File: src/rtl/logic_eval_arbiter.sv
// Round-robin sequencer for a shared unclocked 5-input evaluator: accepts a vector,
// waits SETTLE_CYCLES for the gate delays to resolve, then returns Y to its owner.
module logic_eval_arbiter #(
  parameter int unsigned SETTLE_CYCLES = 2  // legal range 1..15
) (
  input  logic       clk,
  input  logic       rst_n,
  input  logic       req0_valid,
  input  logic [4:0] req0_vec,
  output logic       req0_ready,
  output logic       rsp0_valid,
  output logic       rsp0_y,
  input  logic       req1_valid,
  input  logic [4:0] req1_vec,
  output logic       req1_ready,
  output logic       rsp1_valid,
  output logic       rsp1_y,
  output logic [4:0] eval_vec,
  input  logic       eval_y,
  output logic       busy,
  output logic [7:0] eval_count,
  output logic       state_dbg
);

  typedef enum logic {IDLE = 1'b0, SETTLE = 1'b1} state_t;

  localparam logic [3:0] CNT_INIT = 4'(SETTLE_CYCLES - 1);

  state_t     state, state_nxt;
  logic       last_served;
  logic       owner;
  logic [3:0] cnt;
  logic       any_valid;
  logic       grant;
  logic       accept;

  // Handshake: a vector transfers on a rising edge where reqN_valid && reqN_ready.
  // Ready never waits on anything but IDLE and the arbitration result, and at most
  // one ready is high; responses are single-cycle pulses with no backpressure.
  always_comb begin
    any_valid = req0_valid | req1_valid;
    grant     = (req0_valid && req1_valid) ? ~last_served : req1_valid;
    accept    = (state == IDLE) && any_valid;
  end

  assign req0_ready = accept && (grant == 1'b0);
  assign req1_ready = accept && (grant == 1'b1);
  assign busy       = (state == SETTLE);
  assign state_dbg  = state;

  always_comb begin
    state_nxt = state;
    case (state)
      IDLE:    if (accept) state_nxt = SETTLE;
      SETTLE:  if (cnt == 4'd0) state_nxt = IDLE;
      default: state_nxt = IDLE;
    endcase
  end

  always_ff @(posedge clk or negedge rst_n) begin
    if (!rst_n) state <= IDLE;
    else        state <= state_nxt;
  end

  // Reset leaves last_served=1 so requester 0 wins the first contention.
  always_ff @(posedge clk or negedge rst_n) begin
    if (!rst_n) begin
      last_served <= 1'b1;
      owner       <= 1'b0;
      cnt         <= 4'd0;
      eval_vec    <= 5'd0;
      rsp0_valid  <= 1'b0;
      rsp0_y      <= 1'b0;
      rsp1_valid  <= 1'b0;
      rsp1_y      <= 1'b0;
      eval_count  <= 8'd0;
    end else begin
      rsp0_valid <= 1'b0;
      rsp1_valid <= 1'b0;
      if (accept) begin
        eval_vec    <= grant ? req1_vec : req0_vec;
        owner       <= grant;
        last_served <= grant;
        cnt         <= CNT_INIT;
      end
      if (state == SETTLE) begin
        if (cnt == 4'd0) begin
          if (owner) begin
            rsp1_y     <= eval_y;
            rsp1_valid <= 1'b1;
          end else begin
            rsp0_y     <= eval_y;
            rsp0_valid <= 1'b1;
          end
          eval_count <= eval_count + 8'd1;
        end else begin
          cnt <= cnt - 4'd1;
        end
      end
    end
  end

endmodule

File: config.mk
export PLATFORM = sky130hd
export DESIGN_NAME = logic_eval_arbiter
export DESIGN_NICKNAME = d
export VERILOG_FILES = /design/src/rtl/logic_eval_arbiter.sv
export SDC_FILE = /design/constraint.sdc
export NUM_CORES = 1
export LEC_CHECK = 0
export ABC_AREA = 1
export BUFFER_PORTS_ARGS = -buffer_cell sky130_fd_sc_hd__buf_2
export CORE_MARGIN = 5
export CORE_UTILIZATION = 35
export DETAILED_ROUTE_END_ITERATION = 10
export PLACE_DENSITY = 0.56
export SYNTH_ARGS = -nofsm -noshare
export SYNTH_HDL_FRONTEND = slang
export SYNTH_SLANG_ARGS = --single-unit
File: constraint.sdc
create_clock -name clk -period 2.1 [get_ports clk]
set_input_delay 0 -clock clk [delete_from_list [all_inputs] [get_ports clk]]
set_output_delay 0 -clock clk [all_outputs]
set_load 0.02 [all_outputs]
* Yosys cells after proc, flatten, opt, wreduce, memory -nomap -nowiden
Cells that the tools add are included.
** Word-level totals
- Logic and storage cells :: 39
- Output and inout port bits :: 21
- Register bits :: 24
** Cells by class
- Add/sub/neg operators :: 2
- Muxes and demuxes :: 14
- Reduce and logical (&&, ||, !) cells :: 8
- Bitwise operators :: 5
** Operators with widths (count)
- $mux 4 :: 3
- $mux 1 :: 9
- $add 8x1->8 const B :: 1
- $reduce_and 3->1 :: 2
- $mux 5 :: 1
- $logic_and 1x1->1 :: 4
- $logic_not 4->1 :: 1
- $not 1->1 :: 4
- $sub 4x1->4 const B :: 1
- $pmux 1 s2 :: 1
- $reduce_and 2->1 :: 1
- $or 1x1->1 :: 1

* Longest topological paths before layout
Gate-level depths: netlist of run 1.
- Depth after elaboration :: 5
- Gate-level depth with buffers :: 7

* Worst setup path before layout of run 1
Ideal clock, no wire load.
- Path type :: register to register
- Start :: register cnt[0]
- End :: register eval_count[4]
- Required time :: 1.979 ns
- Slack :: 0.845 ns
- Arrival :: 1.134 ns
- Cell stages (with the launch flop) :: 6
- Path through :: dfrtp_1 inv_1 ha_1 nand4_1 o21ai_0 nand2_1
** Between the ends
- Longest elaborated chain between the ends :: 2
** RTL lines
- from (decl) :: line 32 : logic [3:0] cnt;
- from (signal assigned) :: line 97 : cnt <= cnt - 4'd1;
- $logic_not 4->1 :: line 87 : if (cnt == 4'd0) begin
- $reduce_and 2->1 (no line)
- to (signal assigned) :: line 95 : eval_count <= eval_count + 8'd1;
- to (decl) :: line 21 : output logic [7:0] eval_count,
Every way passes these cells.
A chain may end at the register's enable or synchronous reset.

* Final worst setup path of run 1
- Start :: register state, in the netlist busy
- End :: register eval_vec[2]
** Between the ends
- Longest elaborated chain between the ends :: 2
** RTL lines
- from (decl) :: line 29 : state_t state, state_nxt;
- from (signal assigned) :: line 62 : else state <= state_nxt;
- $not 1->1
- $logic_and 1x1->1 :: line 43 : accept = (state == IDLE) && any_valid;
- to (signal assigned) :: line 81 : eval_vec <= grant ? req1_vec : req0_vec;
- to (decl) :: line 18 : output logic [4:0] eval_vec,
Every way passes these cells.

==> results of run 1 <==
## layout by cell type (no fill, tap or decap)
| cell type | netlist | final |
|---|---|---|
| nand2_1 | 60 | 60 |
| buf_2 | 0 | 35 |
| dfrtp_1 | 23 | 23 |
| inv_1 | 15 | 15 |
| dlygate4sd3_1 | 0 | 12 |
| nand3_1 | 9 | 9 |
| nor2_1 | 5 | 5 |
| o21ai_0 | 3 | 3 |
| o21ai_1 | 3 | 3 |
| clkbuf_4 | 0 | 3 |
| nand4_1 | 2 | 2 |
| nand3b_1 | 2 | 2 |
| xnor2_1 | 2 | 2 |
| ha_1 | 2 | 2 |
| nand3_2 | 1 | 1 |
| inv_2 | 1 | 1 |
| o21ai_2 | 1 | 1 |
| a21oi_1 | 1 | 1 |
| nand2_2 | 1 | 1 |
| o22ai_1 | 1 | 1 |
| a21boi_2 | 1 | 1 |
| nor2_2 | 1 | 1 |
| nor2_4 | 1 | 1 |
| nor3_1 | 1 | 1 |
| clkbuf_1 | 0 | 1 |
| dfstp_2 | 1 | 1 |
## worst max-delay path: cells and delay by family, from the launching register on
kind	cells	cell delay [ns]
AO/OA/AOI/OAI	1	0.18
buffers and inverters	2	0.68
flip-flops	1	0.47
AND/OR/NAND/NOR	3	0.43
## flip-flops by register name, summed over array words and instances (netlist names)
signal	flops
last_served	1
cnt	4
owner	1
rsp0_valid	1
eval_count	8
rsp1_y	1
eval_vec	5
busy	1
rsp0_y	1
rsp1_valid	1
## where the power goes
part	switching, uW	internal (uW)	total [uW]	leakage [uW]
combinational	613	385	997	0.000497
sequential	124	648	772	0.000302
clock	125	73.9	199	0.0000150
## stage by stage
stage                     util (%)  instance area (um^2)
after global routing          48.7                  1500
final                         48.7                  1500
after global placement        43.9                  1350
after floorplan                  -                  1140
after CTS                     48.7                  1500
after detailed placement      43.9                  1350
## worst max path at each step
stage | startpoint | endpoint | slack, ns
final | busy$_DFF_PN0_ | eval_vec[2]$_DFFE_PN0P_ | 0.27
after CTS | busy$_DFF_PN0_ | eval_vec[4]$_DFFE_PN0P_ | 0.25
after floorplan | cnt[0]$_DFF_PN0_ | eval_count[4]$_DFFE_PN0P_ | 0.84
after global placement | cnt[0]$_DFF_PN0_ | rsp1_y$_DFFE_PN0P_ | 0.75
after global routing | busy$_DFF_PN0_ | eval_vec[3]$_DFFE_PN0P_ | 0.13
after detailed placement | cnt[0]$_DFF_PN0_ | rsp0_y$_DFFE_PN0P_ | 0.68
## final cells by class
type,instances,area share (%)
Multi-Input combinational cell,97,30.7
Inverter,16,4.01
Clock buffer,4,1.75
Timing Repair Buffer,47,19.7
Sequential cell,24,40.2
Tap cell,44,3.68
## metal layers
metal	GRT usage (%)	up-vias	part of all wire (%)
li1	-	532	-
met3	2.36	2	7.0
met4	3.80	0	0.69
met2	21.8	31	47
met5	0	-	0
met1	14.3	494	45
## cell families (layout without fill, tap and decap cells)
family                   Yosys count  after routing
AND/OR/NAND/NOR                   83             83
flip-flops                        24             24
buffers and inverters             18             67
AO/OA/AOI/OAI                     10             10
adder cells (fa/ha/maj)            2              2
XOR/XNOR                           2              2
==> metrics, run 1 <==
top-level port count 36; Fillers 305; crit-path cells inv_2 > o21ai_2 > nor2_2 > nand2_1 > nand3_1 > dlygate4sd3_1; Critical Path AT 2.07 ns; setup TNS 0 ns; post-synthesis simple-gate area fraction 31.3%; WL final 2470 um; All-Layer GR Usage 12.1%; Relative slew margins 64.6%; worst-path maximum fanout 11; chip height 67.0 um; reg2reg start busy$_DFF_PN0_; Synth Area in Compound Gates 5.40%; hold_ws 0.0170 ns; worst-margin pin slew 0.532 ns; Yosys warnings 0; P&R area growth vs syn 31.8%; CTS sink cnt 24; dpl hpwl 1830 um; layout cells sized above 1 24.5%; GPL Wtd Cong 0.786; postcts setup bufs 0; hold_sp req0_valid; cts bufs inserted 3; top-count cell post-synth nand2_1; Peak Freq 546 MHz; Final Cycle Share 87.2%; clk root buf clkbuf_4; antenna violations before repair 0; post-place setup slack 0.679 ns; htree depth 1; row cnt 20; Setup WS post-layout 0.269 ns; Fin. Hold Viols 0; CTS tree yes; Clock Path Buffers 2; die area 0.00449 mm^2; Syn Area/Cell 8.17 um^2; top post-synthesis cells by area dfrtp_1, nand2_1, inv_1; Post-synth top flop dfrtp_1; proportion of synthesized area in mux cells 0%; total power 1970 uW; total gr overflow 0; IO buf count 35; FFs w/ async S/R, synth 100%; post-synth top area cell dfrtp_1; # diodes 0; multi-input logic area 459 um^2; largest net degree at the start of global routing 25; Final ANT Viol Nets 0; synthesized area 0.00114 mm^2; routed vias/inst 4.56; CP endpoint kind flip-flop; FF-to-FF path depth 6; Seq. cell area 602 um^2; # hold bufs at CTS 12; Static Leak 0.000815 uW; Worst Setup Start Kind flip-flop; placed insts 216; Synth top area share 50.7%; minimum clock period 1.83 ns; synthesized flop and latch total 24; register area share after synthesis 53.0%; Crit Reg-Reg Endpoint eval_vec[2]$_DFFE_PN0P_; Remaining DRCs 0; max-cap violation count 0; Clk Latency, worst-skew pair 0.30 ns; slowest CP cell dlygate4sd3_1; Initial Utilization 36.9%; cell count after synthesis 139; WS Path Type flip-flop to flip-flop; vias in the first global route 1014; die width 67.0 um; global-route wire length before repair 4220 um; Cell variety after synth 23; Synth Area in XOR/XNOR 1.54%; wire length per cell 10.6 um; TritonRoute pass-1 iters 4; Clock Skew 0.0117 ns; Synth top cells by count nand2_1, dfrtp_1, inv_1; Iteration-0 DRC Markers 73; outcome finished, final reports clean; Post-CTS Resized 0; adder-cell share of the synthesized area 2.20%; maximum vdd drop 507 uV; Reg2Reg Setup Slack 0.27 ns; cell area power density 1310 mW/mm^2; worst path required time 2.34 ns; Via Count 1059; EDFF count, synth 0; RSZ-0062 raised after global routing false; syn_nets 156; fin nets 206; clk slew on worst S/H paths 0.13 ns; largest family of logic cells by synthesized area simple AND/OR/NAND/NOR gates; Max Slew Vio Count 0; Worst Hold Class input port to flip-flop; Non-Filler Instances 232; Final Setup Violations 0; Core Region 0.00308 mm^2; Slowest Stage Delay on Critical Path 0.54 ns; Hold Path Stages 4; Worst Hold Endpoint last_served$_DFFE_PN1P_
No activity file was read; power rests on OpenSTA's default activity.
==> run 2, diff against run 1 <==
--- a/config.mk
+++ b/config.mk
@@ -8,9 +8,10 @@
 export ABC_AREA = 1
 export BUFFER_PORTS_ARGS = -buffer_cell sky130_fd_sc_hd__buf_2
 export CORE_MARGIN = 5
-export CORE_UTILIZATION = 35
+export CORE_UTILIZATION = 50
 export DETAILED_ROUTE_END_ITERATION = 10
-export PLACE_DENSITY = 0.56
+export PLACE_DENSITY = 0.79
+export REMOVE_ABC_BUFFERS = 1
 export SYNTH_ARGS = -nofsm -noshare
 export SYNTH_HDL_FRONTEND = slang
 export SYNTH_SLANG_ARGS = --single-unit
==> run 2 against run 1 <==
Compared with the run above:
- cell count fell by 6.9%
- combinational power barely moved
- total power rose by 2.5%
- clock skew fell by 0.011 ns
- sequential power rose by 0.6%
- register-to-register slack improved by 0.02 ns
- critical endpoint is now eval_vec[0]$_DFFE_PN0P_
- count of clock-buffer cells in the layout did not move
- largest power group unchanged
- global-route usage rose by 5.0 points
- design area fell by 0.67%
- sequential share of layout area rose by 0.27 points
- clock power rose by 19%
==> metrics, run 2 (synthesis results as in run 1) <==
global-route wire length before repair 4580 um; Comb pwr share 49.8%; # diodes 0; WS Path Type flip-flop to flip-flop; Remaining DRCs 0; postcts setup bufs 0; row cnt 17; wire length per cell 11.9 um; max-cap violation count 0; Reg2Reg Setup Slack 0.29 ns; slowest CP cell dlygate4sd3_1; Core Region 0.00219 mm^2; CP endpoint kind flip-flop; Reg power frac 38.5%; worst path required time 2.36 ns; top-level port count 36; max reg flops 8; clock power share 11.7%; largest net degree at the start of global routing 25; total gr overflow 0; CP startpoint busy$_DFF_PN0_; worst-path maximum fanout 11; Critical Path AT 2.07 ns; hold_sp req0_valid; Relative slew margins 65.6%; All-Layer GR Usage 17.1%; P&R area growth vs syn 30.9%; Final ANT Viol Nets 0; Psw 879 uW; reg2reg start busy$_DFF_PN0_; critical path's top delay family buffers and inverters; fin util 67.9%; Static Leak 0.000821 uW; chip height 57.7 um; setup TNS 0 ns; Clock Skew 0.000950 ns; Via Count 1059; CTS sink cnt 24; dpl hpwl 1810 um; clk slew on worst S/H paths 0.12 ns; Setup WS post-layout 0.291 ns; switch share 43.5%; routed vias/inst 4.90; TritonRoute pass-1 iters 4; CP Buf/Inv Count 2; post-route cell area 0.00149 mm^2; Peak Freq 553 MHz; Slowest Stage Delay on Critical Path 0.54 ns; Initial Utilization 51.9%; commonest non-fill, non-tap cell in the layout nand2_1; Final Cycle Share 86.2%; RSZ-0062 raised after global routing false; layout cells sized above 1 25.0%; htree depth 1; Fin. Hold Viols 0; CTS tree yes; hold_ws 0.00188 ns; cts bufs inserted 3; Clock Path Buffers 2; crit-path cells inv_2 > o21ai_2 > nor2_2 > nand2_1 > nand3_1 > dlygate4sd3_1; most frequent cells in the layout nand2_1, buf_2, dfrtp_1; die width 57.7 um; die area 0.00333 mm^2; Clk Latency, worst-skew pair 0.31 ns; Iteration-0 DRC Markers 24; cell area power density 1360 mW/mm^2; post-place setup slack 0.694 ns; vias in the first global route 1089; Worst Hold Class input port to flip-flop; Regs by FF count eval_count (8), eval_vec (5), cnt (4); GPL Wtd Cong 0.762; clk root buf clkbuf_4; Max Slew Vio Count 0; outcome finished, final reports clean; Final Setup Violations 0; IO buf count 35; fin nets 206; minimum clock period 1.81 ns; worst-margin pin slew 0.516 ns; antenna violations before repair 0; maximum vdd drop 980 uV; Post-DP Area 0.00133 mm^2; internal power 1140 uW; Worst Setup Start Kind flip-flop; Largest Register eval_count; WL final 2570 um
==> run 2: cell counts in the layout (fill, tap and decap cells not counted) <==
No cell type changed its count.
==> run 2: final cells by class <==
| type | count | area (um^2) |
|---|---|---|
| inverter | 16 | 60.1 |
| fill | 175 | 703 |
| clock buffer | 4 | 36.3 |
| timing repair buffer | 47 | 295 |
| sequential | 24 | 602 |
| multi-input combinational | 97 | 459 |
| tap | 28 | 35.0 |
==> run 2: worst min-delay path: cells and delay by family <==
| family | cells | cell delay (ns) |
|---|---|---|
| AOI/OAI and AO/OA | 1 | 0.06 |
| and+or+nand+nor | 2 | 0.16 |
| buffers and inverters | 1 | 0.11 |
==> run 2: path summary, 6_finish.rpt <==
| path | to | depth (start not counted) |
|---|---|---|
| worst max register to register | eval_vec[0]$_DFFE_PN0P_ | 6 |
| worst min-delay path | last_served$_DFFE_PN1P_ | 4 |
| worst min register to register | last_served$_DFFE_PN1P_ | 2 |
| min in group asynchronous | eval_count[6]$_DFFE_PN0P_ | 2 |
| worst max-delay path | eval_vec[0]$_DFFE_PN0P_ | 6 |
| max in group asynchronous | last_served$_DFFE_PN1P_ | 2 |
==> run 2: routing by layer <==
metal  up-vias  GRT usage, %  wire length [um]
met5         -             0                 0
met4         0          4.97                11
met3         2          3.12               191
met2        38          30.3              1260
met1       488          21.0              1110
li1        531             -                 -
==> run 2: per-stage QoR <==
| step | cells | total power (uW) |
|---|---|---|
| after CTS | 216 | 2030 |
| after floorplan | 137 | 1400 |
| after global routing | 216 | 2200 |
| final | 216 | 2020 |
| after global placement | 200 | 1650 |
| after detailed placement | 200 | 1700 |
==> run 2: power groups by stage <==
| stage | Sequential, uW | Combinational (uW) | Clock [uW] |
|---|---|---|---|
| after CTS | 779 | 1010 | 244 |
| after global routing | 805 | 1130 | 266 |
| final | 777 | 1000 | 237 |
| after global placement | 770 | 879 | 0 |
| after detailed placement | 784 | 913 | 0 |
| after floorplan | 925 | 479 | 0 |
==> run 2: what timing repair did <==
| item | CTS | global route |
|---|---|---|
| hold buffers | 12 | 0 |
| resized for setup | 0 | 0 |
| hold endpoints to repair | 30 | 0 |
